`src/rtl/multi_port_bram_arbiter.sv`:
```
// multi_port_bram_arbiter
//   Shares one true-dual-port block RAM between NUM_PORTS logical ports on a
//   single clock. Each cycle a rotating-priority scan grants up to two
//   requests. The first requester takes block port A and the next eligible
//   requester takes block port B. Read data returns to the issuing logical
//   port RD_LATENCY+2 cycles after the grant.
//
// Ports
//   clk_i, rst_i            clock (rising edge) and synchronous active-high reset
//   lp_req_i / lp_we_i      per-port request and write enable (0 = read)
//   lp_addr_i / lp_din_i    flattened per-port address and write data
//   lp_gnt_o                combinational grant; the request is accepted this cycle
//   lp_dout_o / lp_dvalid_o registered read data per port, plus a one-cycle valid pulse
//   block_port{a,b}_*       registered drive to the block RAM ports, and the
//                           read data coming back from the block RAM
module multi_port_bram_arbiter #(
  parameter int ADDR_WIDTH = 11,
  parameter int DATA_WIDTH = 32,
  parameter int NUM_PORTS  = 4,
  parameter int RD_LATENCY = 1
) (
  input  logic                            clk_i,
  input  logic                            rst_i,
  input  logic [NUM_PORTS-1:0]            lp_req_i,
  input  logic [NUM_PORTS-1:0]            lp_we_i,
  input  logic [NUM_PORTS*ADDR_WIDTH-1:0] lp_addr_i,
  input  logic [NUM_PORTS*DATA_WIDTH-1:0] lp_din_i,
  output logic [NUM_PORTS-1:0]            lp_gnt_o,
  output logic [NUM_PORTS*DATA_WIDTH-1:0] lp_dout_o,
  output logic [NUM_PORTS-1:0]            lp_dvalid_o,
  output logic [ADDR_WIDTH-1:0]           block_porta_addr_o,
  output logic [DATA_WIDTH-1:0]           block_porta_din_o,
  output logic                            block_porta_en_o,
  output logic                            block_porta_we_o,
  input  logic [DATA_WIDTH-1:0]           block_porta_dout_i,
  output logic [ADDR_WIDTH-1:0]           block_portb_addr_o,
  output logic [DATA_WIDTH-1:0]           block_portb_din_o,
  output logic                            block_portb_en_o,
  output logic                            block_portb_we_o,
  input  logic [DATA_WIDTH-1:0]           block_portb_dout_i
);
  localparam int IDX_W = $clog2(NUM_PORTS);
  // One extra bit so that ptr + offset never overflows before the wrap.
  localparam int CW    = IDX_W + 1;

  logic [IDX_W-1:0]      ptr_q, ptr_d;
  logic                  a_found, b_found;
  logic [IDX_W-1:0]      a_idx, b_idx;
  logic [ADDR_WIDTH-1:0] a_addr, b_addr;
  logic [DATA_WIDTH-1:0] a_din, b_din;
  logic                  a_we, b_we;

  logic [ADDR_WIDTH-1:0] porta_addr_q, portb_addr_q;
  logic [DATA_WIDTH-1:0] porta_din_q, portb_din_q;
  logic                  porta_en_q, portb_en_q, porta_we_q, portb_we_q;

  // Read tags {valid, port}: stage 0 loads at issue, and the last stage lines up with block DOUT.
  logic                  tag_a_vld_q [RD_LATENCY+1];
  logic [IDX_W-1:0]      tag_a_idx_q [RD_LATENCY+1];
  logic                  tag_b_vld_q [RD_LATENCY+1];
  logic [IDX_W-1:0]      tag_b_idx_q [RD_LATENCY+1];

  logic [DATA_WIDTH-1:0] dout_q   [NUM_PORTS];
  logic                  dvalid_q [NUM_PORTS];

  function automatic logic [IDX_W-1:0] wrap_inc(input logic [IDX_W-1:0] i);
    return (i == IDX_W'(NUM_PORTS - 1)) ? '0 : i + 1'b1;
  endfunction

  // Rotating scan starting at ptr_q. A candidate for slot B is skipped if it
  // targets slot A's address and either operation writes. That rules out any
  // same-address collision inside the true-dual-port block.
  always_comb begin
    logic [CW-1:0]         cand;
    logic [IDX_W-1:0]      pi;
    logic [ADDR_WIDTH-1:0] addr_k;
    a_found = 1'b0;
    b_found = 1'b0;
    a_idx   = '0;
    b_idx   = '0;
    a_addr  = '0;
    b_addr  = '0;
    a_din   = '0;
    b_din   = '0;
    a_we    = 1'b0;
    b_we    = 1'b0;
    cand    = '0;
    pi      = '0;
    addr_k  = '0;
    for (int k = 0; k < NUM_PORTS; k++) begin
      cand = {1'b0, ptr_q} + CW'(k);
      if (cand >= CW'(NUM_PORTS)) cand = cand - CW'(NUM_PORTS);
      pi     = cand[IDX_W-1:0];
      addr_k = lp_addr_i[pi*ADDR_WIDTH +: ADDR_WIDTH];
      if (!rst_i && lp_req_i[pi]) begin
        if (!a_found) begin
          a_found = 1'b1;
          a_idx   = pi;
          a_addr  = addr_k;
          a_we    = lp_we_i[pi];
          a_din   = lp_din_i[pi*DATA_WIDTH +: DATA_WIDTH];
        end else if (!b_found && !(addr_k == a_addr && (a_we || lp_we_i[pi]))) begin
          b_found = 1'b1;
          b_idx   = pi;
          b_addr  = addr_k;
          b_we    = lp_we_i[pi];
          b_din   = lp_din_i[pi*DATA_WIDTH +: DATA_WIDTH];
        end
      end
    end
  end

  // Slot B is always later in scan order than slot A. When B exists, it is
  // the last granted port and decides the next priority pointer.
  always_comb begin
    lp_gnt_o = '0;
    ptr_d    = ptr_q;
    if (a_found) begin
      lp_gnt_o[a_idx] = 1'b1;
      ptr_d           = wrap_inc(a_idx);
    end
    if (b_found) begin
      lp_gnt_o[b_idx] = 1'b1;
      ptr_d           = wrap_inc(b_idx);
    end
  end

  always_ff @(posedge clk_i) begin
    if (rst_i) begin
      ptr_q        <= '0;
      porta_en_q   <= 1'b0;
      porta_we_q   <= 1'b0;
      porta_addr_q <= '0;
      porta_din_q  <= '0;
      portb_en_q   <= 1'b0;
      portb_we_q   <= 1'b0;
      portb_addr_q <= '0;
      portb_din_q  <= '0;
      for (int s = 0; s <= RD_LATENCY; s++) begin
        tag_a_vld_q[s] <= 1'b0;
        tag_a_idx_q[s] <= '0;
        tag_b_vld_q[s] <= 1'b0;
        tag_b_idx_q[s] <= '0;
      end
    end else begin
      ptr_q          <= ptr_d;
      porta_en_q     <= a_found;
      porta_we_q     <= a_found & a_we;
      porta_addr_q   <= a_addr;
      porta_din_q    <= a_din;
      portb_en_q     <= b_found;
      portb_we_q     <= b_found & b_we;
      portb_addr_q   <= b_addr;
      portb_din_q    <= b_din;
      tag_a_vld_q[0] <= a_found & ~a_we;
      tag_a_idx_q[0] <= a_idx;
      tag_b_vld_q[0] <= b_found & ~b_we;
      tag_b_idx_q[0] <= b_idx;
      for (int s = 1; s <= RD_LATENCY; s++) begin
        tag_a_vld_q[s] <= tag_a_vld_q[s-1];
        tag_a_idx_q[s] <= tag_a_idx_q[s-1];
        tag_b_vld_q[s] <= tag_b_vld_q[s-1];
        tag_b_idx_q[s] <= tag_b_idx_q[s-1];
      end
    end
  end

  assign block_porta_en_o   = porta_en_q;
  assign block_porta_we_o   = porta_we_q;
  assign block_porta_addr_o = porta_addr_q;
  assign block_porta_din_o  = porta_din_q;
  assign block_portb_en_o   = portb_en_q;
  assign block_portb_we_o   = portb_we_q;
  assign block_portb_addr_o = portb_addr_q;
  assign block_portb_din_o  = portb_din_q;

  // A port holds at most one grant per cycle, so at most one of hit_a and
  // hit_b can be set for a given port.
  for (genvar gi = 0; gi < NUM_PORTS; gi++) begin : g_ret
    logic hit_a, hit_b;
    assign hit_a = tag_a_vld_q[RD_LATENCY] && (tag_a_idx_q[RD_LATENCY] == IDX_W'(gi));
    assign hit_b = tag_b_vld_q[RD_LATENCY] && (tag_b_idx_q[RD_LATENCY] == IDX_W'(gi));

    always_ff @(posedge clk_i) begin
      if (rst_i) begin
        dout_q[gi]   <= '0;
        dvalid_q[gi] <= 1'b0;
      end else begin
        dvalid_q[gi] <= hit_a | hit_b;
        if (hit_a)      dout_q[gi] <= block_porta_dout_i;
        else if (hit_b) dout_q[gi] <= block_portb_dout_i;
      end
    end

    assign lp_dout_o[gi*DATA_WIDTH +: DATA_WIDTH] = dout_q[gi];
    assign lp_dvalid_o[gi]                         = dvalid_q[gi];
  end

endmodule
```
`config.mk`:
```
export PLATFORM = sky130hd
export DESIGN_NAME = multi_port_bram_arbiter
export DESIGN_NICKNAME = d
export VERILOG_FILES = /design/src/rtl/multi_port_bram_arbiter.sv
export SDC_FILE = /design/constraint.sdc
export NUM_CORES = 1
export LEC_CHECK = 0
export ABC_AREA = 1
export ABC_CLOCK_PERIOD_IN_PS = 3700
export BUFFER_PORTS_ARGS = -buffer_cell sky130_fd_sc_hd__buf_2
export CAP_MARGIN = 10
export CORE_MARGIN = 4
export CORE_UTILIZATION = 50
export DETAILED_ROUTE_END_ITERATION = 16
export GPL_TIMING_DRIVEN = 0
export PLACE_DENSITY = 0.78
export RECOVER_POWER = 50
export SYNTH_ARGS = -nofsm -noshare
export SYNTH_HDL_FRONTEND = slang
export SYNTH_SLANG_ARGS = --single-unit
```
`constraint.sdc`:
```
create_clock -name clk_i -period 3.7 [get_ports clk_i]
set_input_delay 0.185 -clock clk_i [delete_from_list [all_inputs] [get_ports clk_i]]
set_output_delay 0.185 -clock clk_i [all_outputs]
set_load 0.01 [all_outputs]
```
==> Word-level counts from Yosys, hierarchy flattened <==
Memories as Yosys holds them, arrays and structs flattened.
Index checks and enable logic that the tools add are counted.
{ "op_classes": {"n_reduce_logical": 30, "bitwise_logic": 31, "n_mul": 4, "shifts": 8, "n_mux": 158, "eq_ne": 11, "order_cmp": 12, "n_addsub": 9} }
{ "op_table": {"columns": ["cell", "count"], "rows": [
  ["$mux W32", 24],
  ["$shiftx A128 B8 Y32", 4],
  ["$mux W11", 16],
  ["$shiftx A44 B7 Y11", 4],
  ["$mux W1", 78],
  ["$mux W2", 28],
  ["$eq A11 B11 Y1", 3],
  ["$mul A2 B4 Y6 const B", 4],
  ["$or A1 B1 Y1", 24],
  ["$logic_and A1 B1 Y1", 19],
  ["$lt A2 B3 Y1 const B", 6],
  ["$bmux W1 S2", 8],
  ["$eq A2 B2 Y1 const B", 6],
  ["$ge A3 B3 Y1 const B", 3],
  ["$mux W4", 2],
  ["$sub A2 B1 Y2 const B", 4],
  ["$add A2 B2 Y3 const B", 2],
  ["$logic_not A1 Y1", 5],
  ["$add A2 B1 Y2 const B", 2],
  ["$and A1 B1 Y1", 4],
  ["$demux W1 S2", 2],
  ["$eq A2 B1 Y1 const B", 2],
  ["$ge A2 B1 Y1 const B", 2],
  ["$logic_not A2 Y1", 2],
  ["6 further kinds", 9]
]} }
{ "totals": {"mem_count": 6, "register_bits": 92, "out_inout_bits": 226, "elab_cells": 278, "in_bits": 246, "mem_bits_rw": 144} }
{ "mem_list": {"columns": ["name", "words", "word_bits", "read_ports", "rd_ports_with_merged_regs", "wr", "line", "text"], "rows": [
  ["dout_q", 4, 32, 4, 0, 4, "63", "logic [DATA_WIDTH-1:0] dout_q [NUM_PORTS];"],
  ["dvalid_q", 4, 1, 4, 0, 4, "64", "logic dvalid_q [NUM_PORTS];"],
  ["tag_a_idx_q", 2, 2, 2, 0, 2, "59", "logic [IDX_W-1:0] tag_a_idx_q [RD_LATENCY+1];"],
  ["tag_b_idx_q", 2, 2, 2, 0, 2, "61", "logic [IDX_W-1:0] tag_b_idx_q [RD_LATENCY+1];"],
  ["tag_a_vld_q", 2, 1, 2, 0, 2, "58", "logic tag_a_vld_q [RD_LATENCY+1];"],
  ["tag_b_vld_q", 2, 1, 2, 0, 2, "60", "logic tag_b_vld_q [RD_LATENCY+1];"]
]} }

==> Longest topological paths before layout <==
{ "depth": {"word_depth": 27, "depth_mapped": 30, "depth_no_buf": 26} }

==> Worst setup path before layout <==
Ideal clock, no wire load.
{ "synth_timing": {"kind": "reg-to-output", "from": "register ptr_q[0]", "to": "output port lp_gnt_o[3]", "slack_ns": 0.846, "path_buffers": 4, "t_arrival_ns": 2.669, "path_stages_with_launch": 23, "path_cell_list": "dfxtp_1 > buf_6 > inv_6 > nand2_1 > nand3_2 > nand3_1 > buf_4 > buf_4 > nand4_1 > inv_1 > nor2_1 > nor2_1 > nor2_1 > nand2_1 > nor2_1 > a21oi_1 > nand2_2 > buf_6 > nor2_1 > nor2_1 > inv_1 > ha_1 > a22o_1"} }
{ "synth_via": {"elab_chain_len": 27, "word_cells_on_any_way": 110, "classes_between": "add/sub: 7; mul: 4; order compare: 8; eq/ne: 3; shift: 4; mux: 65; bitwise: 1; reduce/logical: 18"} }
{ "synth_rtl": {"columns": ["item", "line", "text"], "rows": [
  ["start, declared", "46", "logic [IDX_W-1:0] ptr_q, ptr_d;"],
  ["start signal, assigned", "146", "ptr_q <= ptr_d;"],
  ["parallel branches: the longest is 20 deep, another holds $mul A2 B4 Y6", null, null],
  ["$mux W2 *", "95", "if (!rst_i && lp_req_i[pi]) begin"],
  ["via b_idx[1]", "48", "logic [IDX_W-1:0] a_idx, b_idx;"],
  ["$lt A2 B3 Y1 (implied by the code) or $ge A2 B1 Y1 (tied branches)", "123", "lp_gnt_o[b_idx] = 1'b1;"],
  ["$logic_and A1 B1 Y1 (implied by the code)", "123", null],
  ["$mux W1 (implied by the code)", "123", null],
  ["$demux W1 S2 *", "123", null],
  ["$or A4 B4 Y4 (no source line) *", null, null],
  ["$mux W4 *", "122", "if (b_found) begin"],
  ["end, declared", "28", "output logic [NUM_PORTS-1:0] lp_gnt_o,"]
]} }
Mark *: on every way through the listed nets, which the timed path passes. The select of a mux whose other input is x is not followed.

==> Final worst setup path <==
{ "layout_timing": {"from": "register ptr_q[0]", "to": "output port lp_gnt_o[3]"} }
{ "layout_via": {"elab_chain_len": 27, "word_cells_on_any_way": 110, "classes_between": "add/sub: 7; mul: 4; order compare: 8; eq/ne: 3; shift: 4; mux: 65; bitwise: 1; reduce/logical: 18"} }
{ "layout_rtl": {"columns": ["item", "line"], "rows": [
  ["parallel branches: the longest is 26 deep, another holds $mul A2 B4 Y6", null],
  ["$mux W4 *", "122"]
]} }
Mark *: on every way between the ends. The select of a mux whose other input is x is not followed.

==> impl_metrics.toml <==
[critical_path]
critPathKind = "reg -> out"
arrival_ns = 3.61
cpMaxStageDelayCell = "dfxtp_4"
max_stage_delay_ns = 0.35
crit_top_cell = "nand2_1"
worst_setup_path_start_kind = "flop"
r2r_slack_ns = 0.41
cp.required_ns = 3.51
crit_family = "simple AND/OR/NAND/NOR gates"
cp_num_buf_inv = 9
critPathMaxFanout = 7
end_kind = "output port"

[clock_network]
cts_tree = "yes"
ctsLongestPathBuffers = 3
clk_pin_slew_ns = 0.06
htree_num_levels = 1
cts_buffers = 26
cts-root-buf = "clkbuf_16"
clock_latency_ns = 0.55
clock-sinks = 236

[timing]
rsz0062_at_grt = "yes"
period_minus_slack_ns = 3.79
fmax_ghz = 0.264
tightest_slew_ns = 1.72
setup_viol = 4
min_period_over_period_pct = 102
setup_ws_ns = -0.0918
finalClockSkew_ns = 0.0230
slew_headroom_pct = -14.9
slew_violations = 27
hold_viol = 0

[global_routing]
first_global_vias = 17300
grt-ovfl-total = 0
grt_pass1_wl_mm = 97.2
grt_util_all_layers_pct = 36.9
grt_max_degree = 33
antenna_found_initial = 7

[routing]
antenna_left = 0
num_vias = 18800
drc_errors = 0
drtPass1Iterations = 7
vias_per_cell = 5.98
wl_per_cell_um = 21.6
drtIter0Drc = 2916
finalWirelength_mm = 67.9

[job]
cap_violations = 1

[die]
row_count = 63
die_area_um2 = 33400
num_io_pins = 472
die_h_um = 183
core-area_um2 = 29900
initial_core_util_pct = 51.0
die_w_um = 183

[logic_synthesis]
synth.area.top_cells = "edfxtp_1 (25%), dfxtp_1 (14%), nand2_1 (14%)"
yosys_most_used_dff = "edfxtp_1"
syn-num-nets = 2412
yosysSeqAreaShare_pct = 39.4
synth.avg_cell_area_um2 = 7.07
synth_cell_types = 49
synth_edf_count = 128
yosysWarnings = 0
synth_area_leader_cell = "edfxtp_1"
yosysTopAreaCellShare_pct = 25.2
postSynth.asyncResetShare_pct = 0
ys_ff_latch = 236
syn_area_um2 = 15200
syn_inst = 2158

[placed_design]
place_congestion = 0.989
placed_cells = 3019
hpwl_mm = 50.4
port_buffers = 470
place_ws_ns = -0.431

[status]
violations = "capacitance limit, slew limit, setup timing"
outcome = "finished with violations"

[cells_and_area]
layout.cells.non_filler = 3141
layout.nets = 2981
drive_above_1_share_pct = 24.0
area_delta_synth_final_pct = 33.5

[power_and_ir_drop]
irDropWorstVdd_mv = 0.499
cellLeakagePower_uw = 0.00935
powerDensity_nw_per_um2 = 780

[worst_hold_path]
min_path_type = "in -> reg"
layer usage:
metal  part of all wire (%)  GRT usage, %
met5                  0.071             0
met4                    5.5          17.2
met3                     13          7.55
met2                     46          61.2
met1                     35          46.2
synth_stat cells, drive strengths merged, types with 14 or more instances:
cell	instances
nand4	17
dfxtp	108
nand2	569
a21oi	67
clkbuf	96
a211oi	23
edfxtp	128
nor3	14
nand3	72
o21ai	400
o22ai	166
buf	54
inv	324
nor2	51
through the flow:
stage,power (uW),TNS [ns],hold slack [ns],utilization (%),cell area (um2)
2_1_floorplan,8840,0,0.388,-,15200
3_3_place_gp,11500,-1.47,0.394,60.6,18100
3_5_place_dp,11600,-1.69,0.397,60.7,18100
4_1_cts,14800,-0.174,0.0120,65.8,19700
5_1_grt,16700,-0.889,0.0451,68.2,20400
6_report,15900,-0.313,0.0276,68.2,20400
final timing paths:
kind,from,to,cells after the start
setup / recovery,ptr_q[0],lp_gnt_o[3],25
hold / removal,block_portb_dout_i[10],dout_q[0][10],3
setup reg to reg,ptr_q[0],block_portb_din_o[4],21
hold reg to reg,tag_a_idx_q[0][0],tag_a_idx_q[0][2],2
registers in the layout, indices dropped and copies added, names as in the netlist:
signal	count
tag_a_idx_q	4
block_portb_en_o	1
block_porta_en_o	1
block_porta_we_o	1
tag_b_idx_q	4
block_portb_we_o	1
tag_a_vld_q	2
dvalid_q	4
block_portb_addr_o	11
block_porta_addr_o	11
tag_b_vld_q	2
block_portb_din_o	32
dout_q	128
ptr_q	2
block_porta_din_o	32
where the power goes:
group          switching [uW]  internal, uW  total (uW)
Sequential                278          3550        3830
Combinational            6250          3150        9400
Clock                    1100          1550        2650
cell usage in the layout, fill, tap and decap left out, types with 7 or more instances in the layout:
cell / n
a211oi_1: 23
a21oi_1: 65
buf_1: 8
buf_12: 8
buf_2: 258
buf_4: 61
buf_6: 21
buf_8: 8
clkbuf_1: 321
clkbuf_16: 31
clkbuf_2: 7
dfxtp_1: 106
edfxtp_1: 128
inv_1: 299
inv_2: 23
mux2i_1: 9
nand2_1: 481
nand2_2: 68
nand2_4: 20
nand3_1: 41
nand3_2: 22
nand3_4: 9
nand4_1: 17
nor2_1: 26
nor2_2: 9
nor2_4: 15
nor3_1: 13
o21ai_0: 308
o21ai_1: 34
o21ai_2: 47
o21ai_4: 11
o22ai_1: 165
tightest hold or removal path, stage by stage:
cell	delay, ns
buf_2	0.08
inv_1	0.06
o22ai_1	0.12
final cells by class:
type / count / area [um2]
Buffer: 149 / 920
Multi-Input combinational cell: 1449 / 8110
Fill cell: 2623 / 9510
Timing Repair Buffer: 541 / 2730
Inverter: 324 / 1230
Sequential cell: 236 / 6010
Antenna cell: 4 / 10.0
Clock buffer: 38 / 751
Tap cell: 390 / 488
Clock inverter: 10 / 111
logic make-up (layout without fill, tap and decap cells):
kind of cell / Yosys count / in the layout / share of synthesized area [%]
buffers and inverters: 474 / 1062 / 13.0
AO/OA/AOI/OAI: 689 / 689 / 25.6
adder cells (fa/ha/maj): 8 / 8 / 0.656
other: 0 / 4 / 0
flip-flops: 236 / 236 / 39.4
AND/OR/NAND/NOR: 738 / 739 / 20.5
XOR/XNOR: 3 / 3 / 0.172
multiplexers: 10 / 10 / 0.656
timing repair:
action,4_1_cts,5_1_grt
pin swaps,36,90
hold buffers,1,0
setup buffers,26,37
setup endpoints to repair,5,4
cloned,4,4
hold endpoints to repair,6,0
resized for setup,124,181
(Power assumes the default switching activity.)
